[src/rtl/ram_arb_pkg.sv]
// Shared encodings for the two-master RAM arbiter: FSM states, master indices
// and the width of the master-0 starvation counter.
package ram_arb_pkg;

    localparam logic [1:0] ST_IDLE = 2'd0;
    localparam logic [1:0] ST_GNT0 = 2'd1;
    localparam logic [1:0] ST_GNT1 = 2'd2;

    localparam logic M0 = 1'b0;
    localparam logic M1 = 1'b1;

    localparam int WAIT_W = 4;

    function automatic logic [1:0] gnt_state(input logic master);
        return (master == M1) ? ST_GNT1 : ST_GNT0;
    endfunction

endpackage

[src/rtl/ram_arb_pick.sv]
// Combinational winner selection for the RAM arbiter, evaluated only while idle.
// Ties go round-robin, or to master 1 unless master 0 has been starved MAX_WAIT times.
module ram_arb_pick
    import ram_arb_pkg::*;
#(
    parameter int PRIO1    = 1,
    parameter int MAX_WAIT = 4
) (
    input  logic              i_m0_stb,
    input  logic              i_m1_stb,
    input  logic              i_last,
    input  logic [WAIT_W-1:0] i_wait_cnt,
    output logic              o_req,
    output logic              o_win
);

    localparam logic [WAIT_W-1:0] MAX_W = WAIT_W'(MAX_WAIT);

    always_comb begin
        o_req = i_m0_stb | i_m1_stb;
        o_win = M0;
        if (i_m0_stb && i_m1_stb) begin
            if (PRIO1 != 0) begin
                o_win = (i_wait_cnt == MAX_W) ? M0 : M1;
            end else begin
                o_win = ~i_last;
            end
        end else if (i_m1_stb) begin
            o_win = M1;
        end
    end

endmodule

[src/rtl/ram_arb.sv]
// Two-master (CPU, video fetcher) arbiter in front of the single RAM port.
// Registered grant, combinational bus mux while granted, one IDLE cycle between grants.
module ram_arb
    import ram_arb_pkg::*;
#(
    parameter int AW       = 22,
    parameter int DW       = 32,
    parameter int PRIO1    = 1,
    parameter int MAX_WAIT = 4
) (
    input  logic              clk,
    input  logic              rst_n,
    input  logic              m0_stb,
    input  logic              m0_we,
    input  logic [AW-1:0]     m0_addr,
    input  logic [DW-1:0]     m0_wdata,
    output logic [DW-1:0]     m0_rdata,
    output logic              m0_ack,
    input  logic              m1_stb,
    input  logic              m1_we,
    input  logic [AW-1:0]     m1_addr,
    input  logic [DW-1:0]     m1_wdata,
    output logic [DW-1:0]     m1_rdata,
    output logic              m1_ack,
    output logic              s_stb,
    output logic              s_we,
    output logic [AW-1:0]     s_addr,
    output logic [DW-1:0]     s_wdata,
    input  logic [DW-1:0]     s_rdata,
    input  logic              s_ack,
    output logic [1:0]        o_dbg_state,
    output logic              o_dbg_last,
    output logic [WAIT_W-1:0] o_dbg_wait_cnt
);

    localparam logic [WAIT_W-1:0] MAX_W = WAIT_W'(MAX_WAIT);

    logic [1:0]        r_state;
    logic              r_last;
    logic [WAIT_W-1:0] r_wait_cnt;

    logic w_req;
    logic w_win;
    logic w_cur_stb;

    ram_arb_pick #(
        .PRIO1    (PRIO1),
        .MAX_WAIT (MAX_WAIT)
    ) u_pick (
        .i_m0_stb   (m0_stb),
        .i_m1_stb   (m1_stb),
        .i_last     (r_last),
        .i_wait_cnt (r_wait_cnt),
        .o_req      (w_req),
        .o_win      (w_win)
    );

    assign w_cur_stb = (r_state == ST_GNT1) ? m1_stb : m0_stb;

    // Handshake: a master raises stb and holds we/addr/wdata until it sees ack
    // for one cycle; ack and rdata come straight from the slave while granted.
    always_comb begin
        s_stb    = 1'b0;
        s_we     = 1'b0;
        s_addr   = '0;
        s_wdata  = '0;
        m0_ack   = 1'b0;
        m1_ack   = 1'b0;
        m0_rdata = '0;
        m1_rdata = '0;
        case (r_state)
            ST_GNT0: begin
                s_stb    = m0_stb;
                s_we     = m0_we;
                s_addr   = m0_addr;
                s_wdata  = m0_wdata;
                m0_ack   = s_ack;
                m0_rdata = s_rdata;
            end
            ST_GNT1: begin
                s_stb    = m1_stb;
                s_we     = m1_we;
                s_addr   = m1_addr;
                s_wdata  = m1_wdata;
                m1_ack   = s_ack;
                m1_rdata = s_rdata;
            end
            default: ;
        endcase
    end

    always_ff @(posedge clk or negedge rst_n) begin
        if (!rst_n) begin
            r_state    <= ST_IDLE;
            r_last     <= M1;
            r_wait_cnt <= '0;
        end else begin
            case (r_state)
                ST_IDLE: begin
                    if (w_req) begin
                        r_state <= gnt_state(w_win);
                        if (w_win == M0) begin
                            r_wait_cnt <= '0;
                        end else if (PRIO1 != 0 && m0_stb && r_wait_cnt != MAX_W) begin
                            r_wait_cnt <= r_wait_cnt + 1'b1;
                        end
                    end
                end
                ST_GNT0, ST_GNT1: begin
                    // A dropped strobe without ack is an abort: last stays as it was.
                    if (s_ack) begin
                        r_state <= ST_IDLE;
                        r_last  <= (r_state == ST_GNT1) ? M1 : M0;
                    end else if (!w_cur_stb) begin
                        r_state <= ST_IDLE;
                    end
                end
                default: r_state <= ST_IDLE;
            endcase
        end
    end

    assign o_dbg_state    = r_state;
    assign o_dbg_last     = r_last;
    assign o_dbg_wait_cnt = r_wait_cnt;

endmodule
[config.mk]
export PLATFORM = sky130hd
export DESIGN_NAME = ram_arb
export DESIGN_NICKNAME = d
export VERILOG_FILES = /design/src/rtl/ram_arb_pkg.sv /design/src/rtl/ram_arb_pick.sv /design/src/rtl/ram_arb.sv
export SDC_FILE = /design/constraint.sdc
export NUM_CORES = 1
export LEC_CHECK = 0
export CAP_MARGIN = 20
export CORE_AREA = 2 2 107 109
export CTS_BUF_LIST = sky130_fd_sc_hd__clkbuf_4
export DETAILED_ROUTE_END_ITERATION = 10
export DIE_AREA = 0 0 109 111
export GPL_TIMING_DRIVEN = 1
export PLACE_DENSITY_LB_ADDON = 0.12
export SYNTH_ARGS = -nofsm -noshare
export SYNTH_HDL_FRONTEND = slang
export SYNTH_HIERARCHICAL = 1
export SYNTH_SLANG_ARGS = --single-unit
[constraint.sdc]
create_clock -name clk -period 1.8 [get_ports clk]
set_input_delay 0.18 -clock clk [delete_from_list [all_inputs] [get_ports clk]]
set_output_delay 0.18 -clock clk [all_outputs]
set_load 0.005 [all_outputs]
==> tab_implementation.tex, run 1 <==
\begin{tabular}{lr}
\hline
Metric & Value \\
\hline
\multicolumn{2}{l}{\textbf{Logic synthesis}} \\
Number of nets produced by synthesis & 412 \\
Netlist area before placement & 0.00182 mm² \\
Sequential fraction of the synthesis area & 0.0971 \\
Per-instance average area after synthesis & about 7.0 µm² \\
Total number of yosys warnings & 6 \\
Post-synthesis instance total & between 200 and 300 \\
Number of unique standard cell types used by synthesis & 30 \\
\#FFs+latches synth & 7 \\
\multicolumn{2}{l}{\textbf{Floorplanning}} \\
Vert. Die Dim & between 100 and 150 µm \\
Initial cell density of the core & 0.164 \\
Top-level I/O count & 276 \\
Chip width & 109 µm \\
Number of placement rows & 39 \\
Core Box Area & 0.0111 mm² \\
Full die area & about 0.012 mm² \\
\multicolumn{2}{l}{\textbf{Status}} \\
Violated checks & negative setup slack \\
Outcome & finished with violations \\
\multicolumn{2}{l}{\textbf{Setup path}} \\
CP Depth & 6 \\
Reg-to-reg setup timing slack & -40 ps \\
Worst R2R Path Depth & 7 \\
Buffering stage count on the worst path with inverters included & 3 \\
Capturing point of the worst reg2reg path & o\_dbg\_state[0]\$\_DFFE\_PN0P\_ \\
Worst endpoint data arrival time & $\sim$1900 ps \\
Peak fanout along the critical path & 11 \\
Critical path type & reg -> out \\
End of the critical path & s\_wdata[23] \\
Critical-path top delay cell & clkdlybuf4s50\_1 \\
Worst flop-to-flop path startpoint & o\_dbg\_state[1]\$\_DFFE\_PN0P\_ \\
Required time of the critical path & $\sim$1600 ps \\
Critical Path End Type & output pin \\
Crit path launch type & flop \\
Largest stage delay, worst path & between 500 and 600 ps \\
Crit path max-delay family & buffers and inverters \\
CP Cell Sequence & inv\_2 > ha\_4 > buf\_6 > a22oi\_1 > nor2b\_1 > clkdlybuf4s50\_1 \\
Crit. Startpoint & o\_dbg\_state[0]\$\_DFFE\_PN0P\_ \\
\multicolumn{2}{l}{\textbf{STA}} \\
Peak clock frequency supported by timing & just under 500 MHz \\
Final Max Tran Viols & 0 \\
Transition time at the pin with the least slew margin & 307 ps \\
Worst slew margin relative to its limit & 0.792 \\
Unrepaired setup endpoints after global routing & yes \\
Final setup violation count & 46 \\
Maximum clock skew at final layout & 9.90 ps \\
Crit path setup slack, layout & -268 ps \\
Final Hold Violating Endpoints & 0 \\
Period utilisation layout & 1.15 \\
Final Critical Period & $\sim$2100 ps \\
\multicolumn{2}{l}{\textbf{Run}} \\
Max\_cap viols & 0 \\
\multicolumn{2}{l}{\textbf{Routing}} \\
Final routed wirelength across all metal layers & $\sim$13 mm \\
Mean number of vias per cell & around 4.4 \\
Uppermost signal routing layer after detailed routing & met4 \\
Count of vias placed by the detailed router & 3,114 \\
Number of design-rule violations left by the first detailed-router iteration & roughly 180 \\
Length of routed wiring on met1 & a little under 5 mm \\
WL per Instance & 18.4 µm \\
DRC violation count after routing & 0 \\
Antenna Violating Nets Remaining & 0 \\
First-pass iteration count of the detailed router & 4 \\
Met3 wire length & 974 µm \\
Met2 routed WL & approximately 6.9 mm \\
\multicolumn{2}{l}{\textbf{Cells and area}} \\
Final standard cell utilization of the core & 0.475 \\
P\&R area growth vs syn & 189\% \\
Number of standard cells in the final layout excluding fillers & approximately 710 \\
Ratio of cells with drive above 1 in the final layout & 0.363 \\
Number of filler instances in the final layout & 1,124 \\
Number of nets at the end of the flow & just over 700 \\
\multicolumn{2}{l}{\textbf{Placed design}} \\
Post-DP HPWL & 9.58 mm \\
I/O Buffers & roughly 280 \\
Placed Instances & 671 \\
GPL Wtd Cong & $\sim$0.8 \\
\multicolumn{2}{l}{\textbf{Power}} \\
Total power density per cell area & 1350 mW/mm² \\
IR Drop Worst-Case VDD & 946 µV \\
Leakage component of the power & 2.45 nW \\
Sum of internal, switching and leakage power & 0.00708 W \\
\multicolumn{2}{l}{\textbf{GRT}} \\
Wire length of the first global-routing pass & around 18 mm \\
Initial antenna violation count & 1 \\
Combined global-route utilization of all metal layers & 0.194 \\
Largest net degree at the start of global routing & 28 \\
GRT Residual Overflow & 0 \\
Number of global-route vias before repair & roughly 3,100 \\
\multicolumn{2}{l}{\textbf{Clock tree}} \\
Clock Sinks & 7 \\
Hold buffers post-CTS & 0 \\
Clock root cell & clkbuf\_4 \\
Depth of the CTS H-tree & 1 \\
TritonCTS clock tree & done \\
Clock latency reported for the late side of the worst-skew pair & about 250 ps \\
Clk pin slew, worst setup/hold paths & 60 ps \\
Maximum root-to-sink buffer count & 2 \\
Total CTS buffers & 3 \\
\multicolumn{2}{l}{\textbf{Worst hold path}} \\
HP Class & in -> async \\
\hline
\end{tabular}
## worst register-to-register path, cell delays in order (launching register included)
cell       delay, ps
dfrtp_1          400
buf_6            140
ha_4             190
buf_4            160
clkbuf_16        160
mux2_4           320
and2_4           170
o32ai_2          210
## registers in the layout (all words and copies together), names as in the netlist
name and flops:
o_dbg_last 1, o_dbg_state 2, o_dbg_wait_cnt 4
## Yosys cell counts
cell type	instances	area, µm²
mux2_4	1	15.0
buf_6	1	11.3
o221ai_1	1	8.76
a22oi_1	56	420
o311ai_0	1	8.76
a21boi_0	1	7.51
and2_1	69	432
nand2_1	7	26.3
dfrtp_1	6	150
o21ai_0	1	5.00
inv_1	5	18.8
clkbuf_1	20	75.1
and2_4	1	8.76
buf_2	5	25.0
dfstp_2	1	26.3
nand3_1	3	15.0
o32ai_2	1	16.3
or2_2	1	6.26
a21boi_1	1	7.51
nand3b_1	1	7.51
a31oi_1	2	12.5
buf_1	1	3.75
o41ai_1	1	8.76
ha_1	5	62.6
o211ai_1	1	7.51
nand4_1	3	18.8
nor4b_2	1	15.0
nor2b_1	60	375
a21oi_1	2	10.0
mux2_2	1	11.3
## layer usage
layer / up-vias / GRT usage
met2: 120 / 0.374
li1: 1518 / -
met5: - / 0
met4: 0 / 0.0265
met3: 16 / 0.0447
met1: 1460 / 0.214
## worst min-delay path by stage
stage / startpoint / to / slack [ps] / cells after the start
finish: rst_n / o_dbg_wait_cnt[3]$_DFFE_PN0P_ / 180 / 1
CTS: rst_n / o_dbg_wait_cnt[3]$_DFFE_PN0P_ / 190 / 1
global placement: rst_n / o_dbg_wait_cnt[3]$_DFFE_PN0P_ / 460 / 1
detailed placement: rst_n / o_dbg_wait_cnt[3]$_DFFE_PN0P_ / 460 / 1
global route: rst_n / o_dbg_wait_cnt[3]$_DFFE_PN0P_ / 180 / 1
floorplan: rst_n / o_dbg_state[0]$_DFFE_PN0P_ / -120 / 0
## metrics by stage
stage	hold slack (ps)	area, µm²	setup TNS, ps	setup slack [ps]
2_1_floorplan	-116	1820	0	253
3_3_place_gp	462	4850	-6370	-181
3_5_place_dp	461	4850	-8200	-182
4_1_cts	186	5140	-15220	-301
5_1_grt	182	5250	-8600	-344
6_report	178	5260	-3750	-268
## what timing repair did
action,CTS,global route
gates cloned,5,2
pin swaps,2,4
gates resized for setup,163,216
endpoints found under the setup margin,122,119
buffers inserted,7,20
## layout by cell type (no fill, tap or decap), drive strengths merged
cell type,instances
clkbuf,67
clkdlybuf4s50,159
dfrtp,6
nor4b,1
o311ai,1
a22oi,56
nand3,3
nor2b,60
mux2,2
o211ai,1
diode,1
or2,1
o221ai,1
dfstp,1
nand4,3
dlygate4sd2,14
clkdlybuf4s15,2
o41ai,1
nand3b,1
inv,5
o32ai,1
a31oi,2
dlymetal6s2s,16
nand2,7
and2,70
o21ai,1
a21boi,2
a21oi,2
ha,5
buf,74
## cell type report
type | instances | area, µm² | area share
multi-input combinational | 221 | 1780 | 0.338
clock buffer | 4 | 30.0 | 0.00571
sequential | 7 | 176 | 0.0336
tap | 143 | 179 | 0.0340
timing repair buffer | 328 | 3070 | 0.584
inverter | 5 | 18.8 | 0.00357
antenna | 1 | 2.50 | 0.000476
## power breakdown
group / internal, W / switching [W]
clock: 0.0000997 / 0.0000584
sequential: 0.000217 / 0.0000730
combinational: 0.00388 / 0.00275
total: 0.00420 / 0.00288
## cells by family after synthesis
kind of cell	after synthesis	share of synthesized area
simple gates	146	0.498
compound gates	68	0.282
buf+inv	32	0.0737
flops	7	0.0971
fa+ha+maj	5	0.0344
mux	2	0.0145
(Power assumes the default switching activity.)
==> run 2: changes to the inputs <==
--- a/config.mk
+++ b/config.mk
@@ -12,6 +12,7 @@
 export DIE_AREA = 0 0 109 111
 export GPL_TIMING_DRIVEN = 1
 export PLACE_DENSITY_LB_ADDON = 0.12
+export RECOVER_POWER = 100
 export SYNTH_ARGS = -nofsm -noshare
 export SYNTH_HDL_FRONTEND = slang
 export SYNTH_HIERARCHICAL = 1
==> constraint.sdc (replaced) <==
create_clock -name clk -period 1.8 [get_ports clk]
set_input_delay 0.18 -clock clk [delete_from_list [all_inputs] [get_ports clk]]
set_output_delay 0.18 -clock clk [all_outputs]
set_load 0.05 [all_outputs]
==> tab_implementation.tex, run 2 (synthesis results as in run 1) <==
\begin{tabular}{lr}
\hline
Metric & Value \\
\hline
\multicolumn{2}{l}{\textbf{Routing}} \\
Number of design-rule violations left by the first detailed-router iteration & 120 (-34\%) \\
Antenna Violating Nets Remaining & 0 (unchanged) \\
First-pass iteration count of the detailed router & 4 (unchanged) \\
WL per Instance & 19.2 µm (+4.8\%) \\
DRC violation count after routing & 0 (unchanged) \\
Mean number of vias per cell & 4.61 (+4.9\%) \\
Count of vias placed by the detailed router & 3,175 (+2.0\%) \\
Final routed wirelength across all metal layers & 13.3 mm (+1.9\%) \\
\multicolumn{2}{l}{\textbf{Placed design}} \\
GPL Wtd Cong & 0.823 (about the same) \\
I/O Buffers & 275 (unchanged) \\
Post-DP HPWL & 9.16 mm (-4.3\%) \\
Placed Instances & 660 (-1.6\%) \\
\multicolumn{2}{l}{\textbf{Clock tree}} \\
Hold buffers post-CTS & 0 (unchanged) \\
Clock latency reported for the late side of the worst-skew pair & 250 ps (about the same) \\
Clock root cell & clkbuf\_4 \\
Total CTS buffers & 3 (unchanged) \\
Clk pin slew, worst setup/hold paths & 60 ps (about the same) \\
TritonCTS clock tree & done \\
Maximum root-to-sink buffer count & 2 (unchanged) \\
Clock Sinks & 7 (unchanged) \\
Depth of the CTS H-tree & 1 (unchanged) \\
\multicolumn{2}{l}{\textbf{STA}} \\
Unrepaired setup endpoints after global routing & yes \\
Period utilisation layout & 1.04 (-0.110) \\
Final setup violation count & 68 (+48\%) \\
Peak clock frequency supported by timing & 535 MHz (+11\%) \\
Transition time at the pin with the least slew margin & 376 ps (+68.2 ps) \\
Crit path setup slack, layout & -69.9 ps (+198 ps) \\
Final Critical Period & 1870 ps (-198 ps) \\
Worst slew margin relative to its limit & 0.749 (-0.0437) \\
Setup TNS & -1710 ps (+2040 ps) \\
Final Hold Violating Endpoints & 0 (unchanged) \\
Final Max Tran Viols & 0 (unchanged) \\
Post-Route Hold Slack & 273 ps (+94.3 ps) \\
Maximum clock skew at final layout & 2.89 ps (-7.01 ps) \\
\multicolumn{2}{l}{\textbf{Setup path}} \\
Critical Path End Type & output pin \\
CP Cell Sequence & ha\_4 > buf\_12 > buf\_12 > a22oi\_2 > nor2b\_4 > buf\_12 \\
Critical-path top delay cell & dfrtp\_2 \\
Critical path's most frequent cell & buf\_12 \\
Peak fanout along the critical path & 7 (-4) \\
Worst flop-to-flop path startpoint & o\_dbg\_state[0]\$\_DFFE\_PN0P\_ \\
Required time of the critical path & 1620 ps (about the same) \\
Worst endpoint data arrival time & 1690 ps (-200 ps) \\
Critical path type & reg -> out \\
Crit path launch type & flop \\
Crit. Startpoint & o\_dbg\_state[1]\$\_DFFE\_PN0P\_ \\
Largest stage delay, worst path & 460 ps (-50 ps) \\
\multicolumn{2}{l}{\textbf{Power}} \\
Proportion of power drawn by the clock network & 0.011 (-0.011) \\
Net switching fraction of the power & 0.471 (+0.0648) \\
Share of power burned in combinational logic & 0.968 (+0.031) \\
IR Drop Worst-Case VDD & 1000 µV (+5.8\%) \\
Switching power of the nets & 0.00713 W (+150\%) \\
Cell-internal power & 0.00800 W (+90\%) \\
Portion of total power attributed to sequential cells & 0.021 (-0.020) \\
Leakage component of the power & 2.83 nW (+15\%) \\
Total power density per cell area & 2040 mW/mm² (+51\%) \\
Sum of internal, switching and leakage power & 0.0151 W (+110\%) \\
\multicolumn{2}{l}{\textbf{Floorplanning}} \\
Number of placement rows & 39 (unchanged) \\
Initial cell density of the core & 0.164 (unchanged) \\
Core Box Area & 0.0111 mm² (unchanged) \\
Top-level I/O count & 276 (unchanged) \\
Full die area & 0.0121 mm² (unchanged) \\
Vert. Die Dim & 111 µm (unchanged) \\
Chip width & 109 µm (unchanged) \\
\multicolumn{2}{l}{\textbf{Cells and area}} \\
Most common library cell in the layout ignoring fill and taps & clkdlybuf4s50\_1 \\
Final standard cell utilization of the core & 0.671 (+0.196) \\
Number of flip-flops in the largest register & 4 (unchanged) \\
Leading cell types in the layout, fill and taps excluded & clkdlybuf4s50\_1 (145), buf\_12 (133), and2\_4 (63), a22oi\_2 (56), nor2b\_4 (56) \\
Antenna diode instance count & 0 (-1) \\
Ratio of cells with drive above 1 in the final layout & 0.654 (+0.291) \\
Number of standard cells in the final layout excluding fillers & 689 (-2.8\%) \\
Number of filler instances in the final layout & 810 (-28\%) \\
Number of nets at the end of the flow & 699 (-2.6\%) \\
P\&R area growth vs syn & 309\% \\
\multicolumn{2}{l}{\textbf{GRT}} \\
Initial antenna violation count & 0 (-1) \\
Largest net degree at the start of global routing & 38 (+36\%) \\
GRT Residual Overflow & 0 (unchanged) \\
Number of global-route vias before repair & 3,337 (+7.9\%) \\
Combined global-route utilization of all metal layers & 0.200 (+0.00602) \\
Wire length of the first global-routing pass & 18.8 mm (+3.8\%) \\
\multicolumn{2}{l}{\textbf{Status}} \\
Violated checks & negative setup slack \\
Outcome & finished with violations \\
\multicolumn{2}{l}{\textbf{Worst hold path}} \\
HP Class & in -> async \\
\multicolumn{2}{l}{\textbf{Run}} \\
Max\_cap viols & 0 (unchanged) \\
\hline
\end{tabular}
==> run 2: cell types whose count changed in the layout (fill, tap and decap cells not counted), sizes merged <==
cell,previous run,this run
dlygate4sd2,14,0
diode,1,0
dlymetal6s2s,16,0
clkdlybuf4s50,159,145
buf,74,158
clkbuf,67,9
dlygate4sd3,0,1
clkdlybuf4s15,2,0
==> run 2: routing by layer <==
metal | share of wire | wire, µm | track usage
met1 | 0.34 | 4460 | 0.199
met2 | 0.54 | 7170 | 0.384
met3 | 0.11 | 1520 | 0.0817
met4 | 0.0087 | 116 | 0.0291
met5 | 0 | 0 | 0
==> run 2: timing repair <==
item                                    CTS  global route
endpoints found under the hold margin     0             0
buffers inserted                          8             3
cloned                                    9             5
endpoints found under the setup margin   82           115
resized for setup                        71            62
pin swaps                                12            32
==> run 2: critical path, delay by kind of cell, from the launching register on <==
family	cells	cell delay [ps]
AO/OA/AOI/OAI	1	220
adder cells (fa/ha/maj)	1	230
AND/OR/NAND/NOR	1	80
flip-flops	1	460
buffers and inverters	3	440
==> run 2: cell type report <==
cell class | count | area (µm²) | area share
timing repair buffer | 309 | 4620 | 0.621
multi-input combinational | 221 | 2400 | 0.323
sequential | 7 | 179 | 0.0241
tap | 143 | 179 | 0.0241
clock buffer | 4 | 30.0 | 0.00404
inverter | 5 | 23.8 | 0.00320
==> run 2: worst paths after layout <==
path	to	slack, ps	cells past startpoint
setup / recovery	s_addr[16]	-70	6
max in group asynchronous	o_dbg_last$_DFFE_PN1P_	1210	1
hold reg to reg	o_dbg_state[0]$_DFFE_PN0P_	580	2
min in group clk	o_dbg_state[0]$_DFFE_PN0P_	580	2
hold / removal	o_dbg_wait_cnt[2]$_DFFE_PN0P_	270	1
setup reg to reg	o_dbg_state[0]$_DFFE_PN0P_	50	7
==> run 2: stage by stage <==
stage	worst slack (ps)	instance area, µm²
5_1_grt	-115	7430
3_5_place_dp	91.2	6420
4_1_cts	-98.2	7130
3_3_place_gp	134	6420
6_report	-69.9	7430
2_1_floorplan	-25.8	2290
==> run 2: power by group through the flow <==
| stage | clock network [W] | logic (W) | registers (W) |
|---|---|---|---|
| detailed placement | 0 | 0.0119 | 0.000307 |
| floorplan | 0 | 0.00666 | 0.000476 |
| CTS | 0.000170 | 0.0139 | 0.000315 |
| finish | 0.000166 | 0.0147 | 0.000315 |
| global placement | 0 | 0.0119 | 0.000303 |
| global route | 0.000180 | 0.0152 | 0.000325 |
==> RTL edit 1 (flow settings as in run 2) <==
Change the package constant `WAIT_W` from 4 to 3.
--- a/src/rtl/ram_arb_pkg.sv
+++ b/src/rtl/ram_arb_pkg.sv
@@ -11,3 +11,3 @@
 
-    localparam int WAIT_W = 4;
+    localparam int WAIT_W = 3;
 
Ports: changed (resized o_dbg_wait_cnt); port bits go from 276 to 275. No check against the original RTL was run, so the function may have changed too.
==> RTL edit 1 against run 2 <==
- the flow still finishes with violations (setup timing)
- clock skew is 12 ps higher
- power decreased by 32%
- synthesized cell count shrank 5.0%
- sequential cell count shrank 1
- core utilization shrank 7.2 points
- routed wire length fell by 12%
- worst setup slack improved by 20 ps
- cell area down 11%
- synthesized area shrank 4.9%
- critical endpoint is now s_wdata[16]
- highest routed layer unchanged
==> RTL edit 1: results (changes against run 2) <==
| Metric | Value |
|---|---|
| Status | finished with violations |
| Failing checks | setup timing |
| Worst-Margin Slew | 606 ps (+230 ps) |
| Via Count | 2928 (-7.8%) |
| Netlist cell types | 30 (unchanged) |
| Placed instance area | 0.00634 sq mm (-1.3%) |
| Largest net degree at the start of global routing | 37 (-2.6%) |
| Placed insts | 647 (-2.0%) |
| Critical Path AT | 1670 ps (-20 ps) |
| Ys flop type | dfrtp_1 |
| H-tree levels | 1 (unchanged) |
| Detail Placement HPWL | 9.12 mm (-0.47%) |
| Clk_lat worst skew | around 260 ps |
| Nets@finish | 671 (-4.0%) |
| DP Worst Slack | 68.6 ps (-22.6 ps) |
| Clock root cell | clkbuf_4 |
| Max reg flops | 3 (-1) |
| Synth top cells by count | and2_1, nor2b_1, a22oi_1 |
| Vias in the first global route | 3168 (-5.1%) |
| Worst Path Max Fanout | 29 (+22) |
| Lkg Pwr | 0.00252 uW (-11%) |
| Yosys top cell by area | a22oi_1 |
| Initial DRC count | 140 (+17%) |
| Routability congestion estimate | 0.770 (-6.4%) |
| Post-Syn Nets | 399 (-3.2%) |
| Share of cells above drive strength 1 | 0.485 (-0.169) |
| Final cell count without fillers | 661 (-4.1%) |
| DR pass1 iterations | 4 (unchanged) |
| Port buffer count | 274 (-0.36%) |
| Clock Pin Slew Worst Setup and Hold Paths | 60 ps (about the same) |
| NetSw | 4990 uW (-30%) |
| Total track usage | 0.176 (-0.0236) |
| Peak supply drop | 0.795 mV (-21%) |
| WL final | 11.7 mm (-12%) |
| Syn_area_per_cell | 7.00 sq um (+0.12%) |
| Area contributors post-synth | a22oi_1, and2_1, nor2b_1 |
| First-pass GRT wire length | 16.8 mm (-11%) |
| Final setup viols | 53 (-22%) |
| CTS Buf Count | 3 (unchanged) |
| Final worst setup slack | -50.1 ps (+19.8 ps) |
| Sequential fraction of the synthesis area | 0.0876 (-0.00949) |
| Worst Skew | 15.3 ps (+12.4 ps) |
| Final TNS setup | -1340 ps (+365 ps) |
==> RTL edit 1: changes by cell type after synthesis, sizes merged, moves of 2 or more <==
cell,change
nor2,+2
a31oi,-2
and2,-3
nor2b,-2
nand2,-2
nand4,-3
==> RTL edit 1: logic make-up (layout without fill, tap and decap cells) <==
family                     after synthesis  count (layout)  share of synthesized area
AOI/OAI and AO/OA                       65              65                      0.290
adders and majority gates                5               5                     0.0362
buffers and inverters                   30             301                     0.0738
DFF                                      6               6                     0.0876
muxes                                    3               3                     0.0210
and+or+nand+nor                        138             138                      0.491
==> RTL edit 1: path summary, 6_finish.rpt <==
path | startpoint | endpoint | slack [ps] | cells past startpoint
hold / removal | rst_n | o_dbg_wait_cnt[0]$_DFFE_PN0P_ | 220 | 1
min in group clk | o_dbg_state[0]$_DFFE_PN0P_ | o_dbg_state[0]$_DFFE_PN0P_ | 620 | 2
max in group asynchronous | rst_n | o_dbg_last$_DFFE_PN1P_ | 1290 | 1
setup reg to reg | o_dbg_state[1]$_DFFE_PN0P_ | o_dbg_state[1]$_DFFE_PN0P_ | 100 | 7
hold reg to reg | o_dbg_state[0]$_DFFE_PN0P_ | o_dbg_state[0]$_DFFE_PN0P_ | 620 | 2
setup / recovery | o_dbg_state[0]$_DFFE_PN0P_ | s_wdata[16] | -50 | 6
==> RTL edit 1: final cells by class <==
type	count	area, sq um
Clock buffer	4	30.0
Fill cell	896	4440
Inverter	4	17.5
Multi-Input combinational cell	211	2010
Sequential cell	6	154
Tap cell	143	179
Timing Repair Buffer	293	4250
==> RTL edit 1: power groups by stage <==
stage | clock network (uW) | registers (uW) | logic (uW)
detailed placement | 0 | 260 | 9110
finish | 161 | 267 | 9830
floorplan | 0 | 421 | 4880
global placement | 0 | 255 | 9050
global route | 170 | 277 | 10200
CTS | 162 | 267 | 9570
==> RTL edit 1: worst max-delay path, cell delays in order, from the launching register on <==
cell and delay [ps]:
dfrtp_2 420, inv_4 70, ha_4 200, buf_12 170, a22oi_1 300, nor2b_4 80
buf_12 150
==> RTL edit 1: layer usage <==
metal  part of all wire  vias to the layer above  global-route usage
met5                  0                        -                   0
li1                   -                     1403                   -
met4             0.0091                        0              0.0231
met2               0.54                      174               0.345
met3               0.13                        8              0.0741
met1               0.32                     1343               0.170
==> RTL edit 1: repair_timing <==
action	4_1_cts	5_1_grt
setup buffers	4	1
endpoints found under the hold margin	0	0
resized for setup	12	25
pin swaps	2	0
cloned	1	4
endpoints found under the setup margin	118	69
==> RTL edit 2 (settings of run 2) <==
Made on the original files. Make the reset (`rst_n`) synchronous in one clocked block.
--- a/src/rtl/ram_arb.sv
+++ b/src/rtl/ram_arb.sv
@@ -91,3 +91,3 @@
 
-    always_ff @(posedge clk or negedge rst_n) begin
+    always_ff @(posedge clk) begin
         if (!rst_n) begin
Check against the original RTL: differs if rst_n is asserted again (counterexample within 4 cycles, from zero or initial values and one cycle with rst_n low); with rst_n held inactive, the same outputs for 10 cycles.
==> RTL edit 2 against run 2 <==
- the flow still finishes with violations (setup timing)
- synthesized area decreased by 4.3%
- routed wire length decreased by 8.9%
- worst setup slack improved by 66 ps
- first-iteration DRC count decreased by 5.8%
- critical path depth unchanged
- non-clock buffer count decreased by 19
- maximum frequency increased by 3.6%
- cell area decreased by 9.5%
- sequential cell count unchanged
- clock skew increased by 3.3 ps
Power is left out: it rests on default switching activity, and per cell area and clock period it moved more than threefold.
==> RTL edit 2: results (changes against run 2) <==
| Metric | Value |
|---|---|
| First-pass GRT wire length | 17.6 mm (-6.2%) |
| Ys flop type | dfxtp_1 |
| Worst hold path type | flop to flop |
| Met2 usage | 0.370 (-0.0141) |
| Routability congestion estimate | 0.890 (+8.1%) |
| Final setup viols | 2 (-97%) |
| Failing checks | setup timing |
| Worst path slowest cell | dfxtp_4 |
| Critical Path AT | 1620 ps (-70 ps) |
| Status | finished with violations |
| Synth top cells by count | and2_1, nor2b_1, a22oi_1 |
| Worst-Margin Slew | 523 ps (+147 ps) |
| Vias in the first global route | 3221 (-3.5%) |
| Nets@finish | 679 (-2.9%) |
| Netlist cell types | 27 (-10%) |
| Area contributors post-synth | a22oi_1, and2_1, nor2b_1 |
| Via Count | 3026 (-4.7%) |
| Final worst setup slack | -4.36 ps (+65.6 ps) |
| Share of cells above drive strength 1 | 0.483 (-0.171) |
| Met1 Use GR | 0.191 (-0.00770) |
| Max incr delay on CP | 380 ps (-80 ps) |
| WL final | 12.1 mm (-8.9%) |
| Initial DRC count | 113 (-5.8%) |
| Worst Skew | 6.18 ps (+3.30 ps) |
| Routed wl met3 | 900 um (-41%) |
| Post-Syn Nets | 410 (-0.49%) |
| Total track usage | 0.190 (-0.0101) |
==> RTL edit 2: cell types whose count changed after synthesis, sizes merged, moves of 2 or more <==
cell / before / now
dfxtp: 0 / 7
buf: 7 / 4
clkbuf: 20 / 22
nand4: 3 / 1
dfrtp: 6 / 0
nand2: 7 / 9
and2: 70 / 66
o22ai: 0 / 2
o32ai: 1 / 3
nand3: 3 / 6
==> RTL edit 2: area by class of cell <==
cell class | instances | area, sq um | area share
well taps | 143 | 179 | 0.0266
flip-flops and latches | 7 | 151 | 0.0225
inverters | 5 | 23.8 | 0.00353
clock buffers | 4 | 30.0 | 0.00446
multi-input cells | 220 | 2090 | 0.311
repair buffers | 290 | 4250 | 0.632
==> RTL edit 2: path summary, 6_finish.rpt <==
path,cells past startpoint,start,endpoint,slack [ps]
max,6,o_dbg_state[0]$_SDFFE_PN0P_,s_wdata[7],-4
min,2,o_dbg_last$_SDFFE_PN1P_,o_dbg_last$_SDFFE_PN1P_,490
max reg2reg,5,o_dbg_wait_cnt[0]$_SDFFE_PN0P_,o_dbg_wait_cnt[3]$_SDFFE_PN0P_,260
min reg2reg,2,o_dbg_last$_SDFFE_PN1P_,o_dbg_last$_SDFFE_PN1P_,490
==> RTL edit 2: metrics by stage <==
step                cells  setup TNS, ps  utilization  worst slack, ps  area [sq um]
finish                669          -7.82        0.607            -4.36          6730
global route          669          -1490        0.607            -53.3          6730
CTS                   666          -89.8        0.591            -15.2          6540
detailed placement    659              0        0.574             94.8          6360
global placement      659              0        0.574              110          6360
floorplan             258              0            -             8.15          2190
==> RTL edit 2: worst register-to-register path, stage by stage, from the launching register on <==
cell     delay [ps]
dfxtp_2         380
inv_1            70
ha_1            210
and3b_1         200
or4_1           460
a31oi_1         160
